### src/rtl/sram_march_bist.sv
`default_nettype none
// ============================================================================
// Module   : sram_march_bist
// Brief    : March C- BIST engine driving the BIST port of a single-port SRAM.
// Revision : 1.0 - initial release
// ============================================================================
module sram_march_bist #(
    parameter int DATA_W    = 32,
    parameter int ADDR_W    = 9,
    parameter int NUM_WORDS = 512,
    parameter int READ_LAT  = 1,
    parameter int CHECKER   = 0,
    parameter int CNT_W     = 16
) (
    input  logic              clk_i,
    input  logic              rst_i,
    input  logic              start_i,
    input  logic              abort_i,
    output logic              bist_en_o,
    output logic              bist_men_o,
    output logic              bist_wen_o,
    output logic              bist_ren_o,
    output logic [ADDR_W-1:0] bist_addr_o,
    output logic [DATA_W-1:0] bist_din_o,
    output logic [DATA_W-1:0] bist_bm_o,
    input  logic [DATA_W-1:0] bist_dout_i,
    output logic              busy_o,
    output logic              done_o,
    output logic              fail_o,
    output logic [ADDR_W-1:0] fail_addr_o,
    output logic [CNT_W-1:0]  fail_cnt_o
);

    typedef enum logic [2:0] {
        S_IDLE  = 3'd0,
        S_M0    = 3'd1,
        S_M1    = 3'd2,
        S_M2    = 3'd3,
        S_M3    = 3'd4,
        S_M4    = 3'd5,
        S_M5    = 3'd6,
        S_DRAIN = 3'd7
    } state_t;

    localparam logic [ADDR_W-1:0]    c_last_addr  = ADDR_W'(NUM_WORDS - 1);
    localparam int                   c_drain_w    = (READ_LAT > 1) ? $clog2(READ_LAT) : 1;
    localparam logic [c_drain_w-1:0] c_drain_last = c_drain_w'(READ_LAT - 1);

    logic [DATA_W-1:0] w_bg;

    generate
        for (genvar gi = 0; gi < DATA_W; gi++) begin : g_bg
            assign w_bg[gi] = (CHECKER != 0) && (gi % 2 == 1);
        end
    endgenerate

    state_t                r_state, w_state_n;
    logic [ADDR_W-1:0]     r_addr, w_addr_n;
    logic                  r_phase, w_phase_n;
    logic [c_drain_w-1:0]  r_drain, w_drain_n;
    logic                  w_men, w_wen, w_ren, w_push;
    logic [DATA_W-1:0]     w_din;
    logic                  w_active, w_up, w_last, w_flush, w_cmp_fail;
    logic [ADDR_W-1:0]     w_step;
    logic [DATA_W-1:0]     w_rd_val, w_wr_val;

    logic                  r_done, r_fail;
    logic [ADDR_W-1:0]     r_fail_addr;
    logic [CNT_W-1:0]      r_fail_cnt;

    logic                  r_pv [READ_LAT];
    logic [ADDR_W-1:0]     r_pa [READ_LAT];
    logic [DATA_W-1:0]     r_pe [READ_LAT];

    assign w_active = (r_state != S_IDLE);
    assign w_up     = (r_state != S_M3) && (r_state != S_M4);
    assign w_last   = w_up ? (r_addr == c_last_addr) : (r_addr == '0);
    assign w_step   = w_up ? (r_addr + 1'b1) : (r_addr - 1'b1);
    assign w_rd_val = ((r_state == S_M2) || (r_state == S_M4)) ? ~w_bg : w_bg;
    assign w_wr_val = ((r_state == S_M1) || (r_state == S_M3)) ? ~w_bg : w_bg;
    assign w_flush  = abort_i && w_active;

    always_comb begin
        w_state_n = r_state;
        w_addr_n  = r_addr;
        w_phase_n = r_phase;
        w_drain_n = r_drain;
        w_men     = 1'b0;
        w_wen     = 1'b0;
        w_ren     = 1'b0;
        w_din     = '0;
        w_push    = 1'b0;
        case (r_state)
            S_IDLE: begin
                if (start_i) begin
                    w_state_n = S_M0;
                    w_addr_n  = '0;
                    w_phase_n = 1'b0;
                end
            end
            S_M0: begin
                w_men = 1'b1;
                w_wen = 1'b1;
                w_din = w_wr_val;
                if (w_last) begin
                    w_state_n = S_M1;
                    w_addr_n  = '0;
                end else begin
                    w_addr_n = w_step;
                end
            end
            S_M1, S_M2, S_M3, S_M4: begin
                w_men = 1'b1;
                if (!r_phase) begin
                    w_ren     = 1'b1;
                    w_push    = 1'b1;
                    w_phase_n = 1'b1;
                end else begin
                    w_wen     = 1'b1;
                    w_din     = w_wr_val;
                    w_phase_n = 1'b0;
                    if (w_last) begin
                        // Next element starts at the end matching its direction
                        case (r_state)
                            S_M1: begin
                                w_state_n = S_M2;
                                w_addr_n  = '0;
                            end
                            S_M2: begin
                                w_state_n = S_M3;
                                w_addr_n  = c_last_addr;
                            end
                            S_M3: begin
                                w_state_n = S_M4;
                                w_addr_n  = c_last_addr;
                            end
                            default: begin
                                w_state_n = S_M5;
                                w_addr_n  = '0;
                            end
                        endcase
                    end else begin
                        w_addr_n = w_step;
                    end
                end
            end
            S_M5: begin
                w_men  = 1'b1;
                w_ren  = 1'b1;
                w_push = 1'b1;
                if (w_last) begin
                    w_state_n = S_DRAIN;
                    w_addr_n  = '0;
                    w_drain_n = '0;
                end else begin
                    w_addr_n = w_step;
                end
            end
            S_DRAIN: begin
                if (r_drain == c_drain_last) begin
                    w_state_n = S_IDLE;
                end else begin
                    w_drain_n = r_drain + 1'b1;
                end
            end
            default: w_state_n = S_IDLE;
        endcase
        if (w_flush) begin
            w_state_n = S_IDLE;
            w_addr_n  = '0;
            w_phase_n = 1'b0;
            w_drain_n = '0;
        end
    end

    always_ff @(posedge clk_i or posedge rst_i) begin
        if (rst_i) begin
            r_state <= S_IDLE;
            r_addr  <= '0;
            r_phase <= 1'b0;
            r_drain <= '0;
        end else begin
            r_state <= w_state_n;
            r_addr  <= w_addr_n;
            r_phase <= w_phase_n;
            r_drain <= w_drain_n;
        end
    end

    // Read tracking: slot READ_LAT-1 lines up with the data on bist_dout_i
    always_ff @(posedge clk_i or posedge rst_i) begin
        if (rst_i) begin
            for (int i = 0; i < READ_LAT; i++) begin
                r_pv[i] <= 1'b0;
                r_pa[i] <= '0;
                r_pe[i] <= '0;
            end
        end else begin
            r_pv[0] <= w_push && !w_flush;
            r_pa[0] <= r_addr;
            r_pe[0] <= w_rd_val;
            for (int i = 1; i < READ_LAT; i++) begin
                r_pv[i] <= r_pv[i-1] && !w_flush;
                r_pa[i] <= r_pa[i-1];
                r_pe[i] <= r_pe[i-1];
            end
        end
    end

    assign w_cmp_fail = r_pv[READ_LAT-1] && (bist_dout_i != r_pe[READ_LAT-1]) && !w_flush;

    always_ff @(posedge clk_i or posedge rst_i) begin
        if (rst_i) begin
            r_done      <= 1'b0;
            r_fail      <= 1'b0;
            r_fail_addr <= '0;
            r_fail_cnt  <= '0;
        end else if ((r_state == S_IDLE) && start_i) begin
            r_done      <= 1'b0;
            r_fail      <= 1'b0;
            r_fail_addr <= '0;
            r_fail_cnt  <= '0;
        end else begin
            if ((r_state == S_DRAIN) && (r_drain == c_drain_last) && !abort_i) begin
                r_done <= 1'b1;
            end
            if (w_cmp_fail) begin
                r_fail <= 1'b1;
                if (!r_fail) begin
                    r_fail_addr <= r_pa[READ_LAT-1];
                end
                if (r_fail_cnt != {CNT_W{1'b1}}) begin
                    r_fail_cnt <= r_fail_cnt + 1'b1;
                end
            end
        end
    end

    assign bist_en_o   = w_active;
    assign busy_o      = w_active;
    assign bist_men_o  = w_men;
    assign bist_wen_o  = w_wen;
    assign bist_ren_o  = w_ren;
    assign bist_addr_o = r_addr;
    assign bist_din_o  = w_din;
    assign bist_bm_o   = {DATA_W{w_active}};
    assign done_o      = r_done;
    assign fail_o      = r_fail;
    assign fail_addr_o = r_fail_addr;
    assign fail_cnt_o  = r_fail_cnt;

endmodule
`default_nettype wire

### config.mk
export PLATFORM = sky130hd
export DESIGN_NAME = sram_march_bist
export DESIGN_NICKNAME = d
export VERILOG_FILES = /design/src/rtl/sram_march_bist.sv
export SDC_FILE = /design/constraint.sdc
export NUM_CORES = 1
export LEC_CHECK = 0
export CELL_PAD_IN_SITES_DETAIL_PLACEMENT = 0
export CELL_PAD_IN_SITES_GLOBAL_PLACEMENT = 1
export CORE_ASPECT_RATIO = 1.5
export CORE_MARGIN = 2
export CORE_UTILIZATION = 32
export DETAILED_ROUTE_END_ITERATION = 12
export PLACE_DENSITY_LB_ADDON = 0.1
export SETUP_SLACK_MARGIN = 0.5
export SLEW_MARGIN = 5
export SYNTH_ARGS = -nofsm -noshare
export SYNTH_HDL_FRONTEND = slang
export SYNTH_SLANG_ARGS = --single-unit
### constraint.sdc
create_clock -name clk_i -period 3.25 [get_ports clk_i]
set_input_delay 0.325 -clock clk_i [delete_from_list [all_inputs] [get_ports clk_i]]
set_output_delay 0.325 -clock clk_i [all_outputs]
set_load 0.02 [all_outputs]
==> results of run 1 <==
## layout by cell type, fill, tap and decap left out, types with 7 or more instances in the layout
| cell type | count |
|---|---|
| sky130_fd_sc_hd__a22o_1 | 7 |
| sky130_fd_sc_hd__a21oi_1 | 16 |
| sky130_fd_sc_hd__nand2_1 | 50 |
| sky130_fd_sc_hd__inv_1 | 8 |
| sky130_fd_sc_hd__or4_1 | 9 |
| sky130_fd_sc_hd__dfrtp_1 | 50 |
| sky130_fd_sc_hd__clkdlybuf4s50_1 | 140 |
| sky130_fd_sc_hd__nor2_1 | 22 |
| sky130_fd_sc_hd__or3_1 | 11 |
| sky130_fd_sc_hd__buf_4 | 11 |
| sky130_fd_sc_hd__nand3_1 | 26 |
| sky130_fd_sc_hd__nand4_1 | 10 |
| sky130_fd_sc_hd__o21ai_1 | 17 |
| sky130_fd_sc_hd__o21ai_0 | 11 |
| sky130_fd_sc_hd__ha_1 | 9 |
| sky130_fd_sc_hd__nor3_1 | 10 |
## metal layers
layer	routed length (µm)	up-vias	global-route usage
li1	-	1578	-
met1	3628	1492	0.1716
met2	4995	69	0.2861
met3	338	8	0.02941
met4	106	0	0.03846
met5	0	-	0
## flip-flops by register name (all words and copies together) (netlist names)
signal,flops
r_state,3
done_o,1
fail_cnt_o,16
r_pe,1
bist_addr_o,9
r_pa,9
r_phase,1
fail_addr_o,9
r_pv,1
fail_o,1
## worst paths after layout
check	slack, ps	from	endpoint	cells past startpoint
min in group clk_i	480	r_pa[6]	fail_addr_o[6]	2
max in group asynchronous	2110	rst_i	fail_cnt_o[11]	3
hold / removal	380	rst_i	fail_cnt_o[3]	2
setup reg to reg	780	r_state[1]	bist_addr_o[6]	9
setup / recovery	690	r_state[1]	bist_din_o[25]	5
hold reg to reg	480	r_pa[6]	fail_addr_o[6]	2
## logic make-up after synthesis
logic type	share of synthesized area
mux	0.002799
simple gates	0.2659
xor+xnor	0.01715
fa+ha+maj	0.03709
compound gates	0.1487
buf+inv	0.1714
flops	0.3569
## metrics by stage
step / power, mW / instances / util / cell area, µm² / hold WS [ps]
floorplan: 2.727 / 414 / - / 3578 / 474.2
global placement: 3.382 / 627 / 0.4243 / 4641 / 479.3
detailed placement: 3.394 / 627 / 0.4243 / 4641 / 482.1
CTS: 3.934 / 635 / 0.4377 / 4787 / 411.5
global route: 4.166 / 639 / 0.4405 / 4818 / 436.0
finish: 3.900 / 639 / 0.4405 / 4818 / 383.8
## power groups by stage
stage          logic, mW  registers (mW)  clock network (mW)
3_5_place_dp        2.47           0.926                   0
6_report            2.47           0.914               0.521
4_1_cts             2.48           0.916               0.539
5_1_grt             2.65           0.944               0.569
2_1_floorplan       1.80           0.931                   0
3_3_place_gp        2.46           0.924                   0
## timing repair
action | CTS | global route
resized for setup | 1 | 1
setup endpoints to repair | 18 | 20
endpoints found under the hold margin | 0 | 0
buffers inserted | 0 | 4
## worst max-delay path, delay by kind of cell (launching register included)
kind | cells | cell delay, ps
buffers and inverters | 2 | 960
xor gates and xnor gates | 1 | 220
DFF | 1 | 560
and+or+nand+nor | 2 | 190
## area by class of cell
cell class / count / area [µm²] / area share
Clock buffer: 6 / 128.9 / 0.02675
Sequential cell: 51 / 1277 / 0.2651
Inverter: 10 / 37.54 / 0.007790
Multi-Input combinational cell: 272 / 1689 / 0.3506
Tap cell: 147 / 183.9 / 0.03817
Clock inverter: 2 / 17.52 / 0.003635
Timing Repair Buffer: 151 / 1484 / 0.3080
==> metrics.txt, run 1 <==
hold buffer count at CTS 0; Peak VDD IR 0.7865 mV; part of the power in registers 0.234; leading cell types by total area after synthesis sky130_fd_sc_hd__dfrtp_1, sky130_fd_sc_hd__buf_4, sky130_fd_sc_hd__nand2_1; iteration-0 DRC count of the detailed router 154; Internal Pwr Total 2.163 mW; path type of the worst setup path reg2out; MaxCap Viol Count 0; portion of the post-synthesis area used by sequential elements 0.3569; clock tree from TritonCTS built; syn_area_per_cell 8.638 µm²; top-count cell post-synth sky130_fd_sc_hd__buf_4; die boundary width 90.31 µm; number of global-route vias before repair 3065; final setup TNS 0 ps; unrepaired setup endpoints after global routing no; crit-path max FO 32; number of diodes 0; routed via count 3147; Final setup viols 0; worst slew margin relative to its limit 0.4764; number of flops mapped to enable cells by yosys 0; CTS Root Cell sky130_fd_sc_hd__clkbuf_16; critical path data arrival time 2240 ps; wire length of the first global-routing pass 14.95 mm; fraction of registers with async set/reset 1.000; total count of max-transition violations in the final report 0; Net Sw Frac 0.4455; FILL cells 1118; final setup margin 689.3 ps; Critical Path Start Type flip-flop; Critical-path top delay cell sky130_fd_sc_hd__clkdlybuf4s50_1; area of the mapped netlist 0.003576 mm²; crit path cell chain xor2_1 > nand2_1 > nor2_2 > buf_4 > clkdlybuf4s50_1; number of antenna violations at the first check in global routing 0; maximum clock skew at final layout 15.81 ps; weighted congestion at the end of routability-driven global placement 0.7396; drt via density 4.925; H-tree depth 2; crit end category output port; fraction of post-synthesis cell area in the top cell type by area 0.3569; clock buffers created by TritonCTS 5; cell accounting for the most synthesized area sky130_fd_sc_hd__dfrtp_1; DP Worst Slack 518.8 ps; TritonRoute pass-1 iters 6; total number of yosys warnings 0; count of buffers inserted at the top-level ports 140; critical path required time 2920 ps; placeable core region 0.01094 mm²; Largest stage delay, worst path 670 ps; most common library cells after synthesis sky130_fd_sc_hd__buf_4, sky130_fd_sc_hd__dfrtp_1, sky130_fd_sc_hd__nand2_1; portion of total power attributed to the clock network 0.134; power per unit of standard cell area 809.5 mW/mm²; maximum number of pins on one net before global-route repair 33; WL final 9.068 mm; result of the run completed; vertical die dimension 133.5 µm; LEAKAGE 1.957 nW; time the final worst path needs with I/O delays and setup 2561 ps; CTS Sinks 51; Main synth FF type sky130_fd_sc_hd__dfrtp_1; deepest clock path buffer count 2; share of the cycle needed by the critical path after routing 0.7879; clock network latency to the later pin of the worst-skew pair 290 ps; net count of the finished layout 537; relative contribution of combinational cells to total power 0.632; area growth from synthesis to final layout 34.74%; Synth Instances 414; Antenna Violating Nets Remaining 0; Placement Rows 47; pin slew with the least headroom to its limit 783.5 ps; layout cell share with drive strength beyond 1 0.07520; number of failing hold endpoints at the final stage 0; Psw 1.737 mW; Synthesized Nets 460; class of the tightest hold or removal check in2async; fmax 0.3905 GHz; number of remaining DRC errors 0; global route total overflow 0; number of unique standard cell types used by synthesis 60; Detail Placement HPWL 6.880 mm; Die Area 0.01205 mm²; total global-route track usage 0.1508; starting density of the core 0.3269; IO Count 141; number of synthesized register bits 51; clock transition time at the flip-flop clock pins of the worst setup and hold paths 80 ps; Avg WL per Cell 14.19 µm
No activity file was read; power rests on OpenSTA's default activity.
==> inputs of run 2 (changes only) <==
==> constraint.sdc (replaced) <==
create_clock -name clk_i -period 2.6 [get_ports clk_i]
set_input_delay 0.26 -clock clk_i [delete_from_list [all_inputs] [get_ports clk_i]]
set_output_delay 0.26 -clock clk_i [all_outputs]
set_load 0.02 [all_outputs]
==> run 2 against run 1 <==
Clock power grew 27%. Flip-flop and latch count is the same. Utilization grew 5.9 points. Critical endpoint is now bist_addr_o[6].
==> metrics.txt, run 2 (same netlist as run 1, synthesis figures left out) <==
result of the run completed; critical path buffer and inverter count 2 (unchanged); layout cell share with drive strength beyond 1 0.3409 (+0.2657); Critical Path Start Type flip-flop; number of diodes 0 (unchanged); Layout Cell Area excl Fill 0.005459 mm² (+13%); total area of multi-input combinational cells 0.001974 mm² (+17%); Largest register FFs 16 (unchanged); die boundary width 90.31 µm (unchanged); Largest stage delay, worst path 420 ps (-250 ps); number of antenna violations at the first check in global routing 0 (unchanged); Final setup viols 0 (unchanged); clock network latency to the later pin of the worst-skew pair 290 ps (about the same); number of global-route vias before repair 3178 (+3.7%); count of buffers inserted at the top-level ports 140 (unchanged); vertical die dimension 133.5 µm (unchanged); worst slew margin relative to its limit 0.7305 (+0.2542); FILL cells 1084 (-3.0%); net count of the finished layout 576 (+7.3%); drt via density 4.903 (-0.45%); weighted congestion at the end of routability-driven global placement 0.8243 (+11%); hold buffer count at CTS 0 (unchanged); H-tree depth 2 (unchanged); crit-path max FO 7 (-78%); number of remaining DRC errors 0 (unchanged); critical path data arrival time 2300 ps (+60 ps); final setup TNS 0 ps (unchanged); deepest clock path buffer count 2 (unchanged); fmax 0.4714 GHz; worst-case hold slack 227.0 ps (-156.8 ps); clock tree from TritonCTS built; critical path required time 2780 ps (-140 ps); Critical-path top delay cell sky130_fd_sc_hd__dfrtp_1; clock transition time at the flip-flop clock pins of the worst setup and hold paths 70 ps (about the same); crit path cell chain nor2b_4 > buf_6 > inv_2 > fa_2 > nand2b_4 > a21oi_4 > o21ai_4 > a21boi_1 > o21ai_1 > a22o_1; area growth from synthesis to final layout 52.66%; highest-count cells in the layout ignoring fill and taps sky130_fd_sc_hd__clkdlybuf4s50_1, sky130_fd_sc_hd__buf_4, sky130_fd_sc_hd__dfrtp_1; wire length of the first global-routing pass 15.97 mm (+6.8%); LEAKAGE 2.318 nW (+18%); Detail Placement HPWL 7.472 mm (+8.6%); combined flip-flop and latch cell area 0.001281 mm² (+0.29%); WL final 10.57 mm (+17%); Placement Rows 47 (unchanged); CTS Root Cell sky130_fd_sc_hd__clkbuf_16; maximum clock skew at final layout 7.007 ps (-8.802 ps); routed via count 3324 (+5.6%); CTS Sinks 51 (unchanged); power per unit of standard cell area 950.3 mW/mm² (+17%); global route total overflow 0 (unchanged); placed cell areas 0.004842 mm² (+4.3%); class of the tightest hold or removal check in2async; time the final worst path needs with I/O delays and setup 2121 ps; MaxCap Viol Count 0 (unchanged); IO Count 141 (unchanged); Power, Total 5.188 mW (+33%); share of the cycle needed by the critical path after routing 0.8159; clock buffers created by TritonCTS 5 (unchanged); leading cell type in the layout, fill and taps excluded sky130_fd_sc_hd__clkdlybuf4s50_1; placeable core region 0.01094 mm² (unchanged); number of failing hold endpoints at the final stage 0 (unchanged); starting density of the core 0.3269 (unchanged); unrepaired setup endpoints after global routing yes; total global-route track usage 0.1618 (+0.01107); Avg WL per Cell 15.59 µm (+9.8%); maximum number of pins on one net before global-route repair 33 (unchanged); Peak VDD IR 0.9330 mV (+19%); Antenna Violating Nets Remaining 0 (unchanged); iteration-0 DRC count of the detailed router 80 (-48%); path type of the worst setup path reg2reg; TritonRoute pass-1 iters 4 (-2); Die Area 0.01205 mm² (unchanged); crit end category flip-flop; gate family responsible for the most delay along the worst path compound AO/OA/AOI/OAI gates; pin slew with the least headroom to its limit 401.1 ps (-382.4 ps); total count of max-transition violations in the final report 0 (unchanged)
run 2: through the flow:
step           instances  utilization  setup WS, ps
6_report             678       0.4991         478.6
5_1_grt              678       0.4991         362.5
4_1_cts              661       0.4835         419.7
3_3_place_gp         641       0.4427         129.8
2_1_floorplan        414            -         351.2
3_5_place_dp         641       0.4427         90.49
run 2: final timing paths:
| path | cells past startpoint | startpoint | slack (ps) | end |
|---|---|---|---|---|
| setup / recovery | 10 | r_state[1] | 480 | bist_addr_o[6] |
| hold / removal | 2 | rst_i | 230 | r_phase |
| setup reg to reg | 10 | r_state[1] | 480 | bist_addr_o[6] |
| hold reg to reg | 2 | r_pa[7] | 490 | fail_addr_o[7] |
| max in group asynchronous | 3 | rst_i | 1840 | fail_cnt_o[1] |
| min in group clk_i | 2 | r_pa[7] | 490 | fail_addr_o[7] |
run 2: layout make-up:
type                       instances  share of cell area
multi-input combinational        272              0.3617
clock buffer                       6             0.02361
timing repair buffer             190              0.3358
clock inverter                     2            0.002980
sequential                        51              0.2347
tap                              147             0.03369
inverter                          10            0.007564
run 2: repair_timing:
| item | in CTS | in global routing |
|---|---|---|
| buffers inserted | 12 | 13 |
| resized for setup | 225 | 100 |
| setup endpoints to repair | 88 | 105 |
| cloned | 0 | 4 |
| pin swaps | 6 | 20 |
run 2: worst register-to-register path, cell delays in order (launching register included):
cell and delay, ps:
sky130_fd_sc_hd__dfrtp_1 420, sky130_fd_sc_hd__nor2b_4 240, sky130_fd_sc_hd__buf_6 130, sky130_fd_sc_hd__inv_2 30, sky130_fd_sc_hd__fa_2 340, sky130_fd_sc_hd__nand2b_4 170
sky130_fd_sc_hd__a21oi_4 200, sky130_fd_sc_hd__o21ai_4 80, sky130_fd_sc_hd__a21boi_1 130, sky130_fd_sc_hd__o21ai_1 80, sky130_fd_sc_hd__a22o_1 190
run 2: routing by layer:
metal,global-route usage,vias up,share of wire
met5,0,-,0
met4,0.05556,0,0.028
met3,0.03054,20,0.039
met2,0.3079,83,0.55
met1,0.1783,1571,0.38
li1,-,1650,-
run 2: where the power goes:
group,total [mW],switching (mW),internal [mW]
Clock,0.660,0.299,0.361
Sequential,1.12,0.173,0.947
Combinational,3.41,1.89,1.51
Total,5.19,2.36,2.82
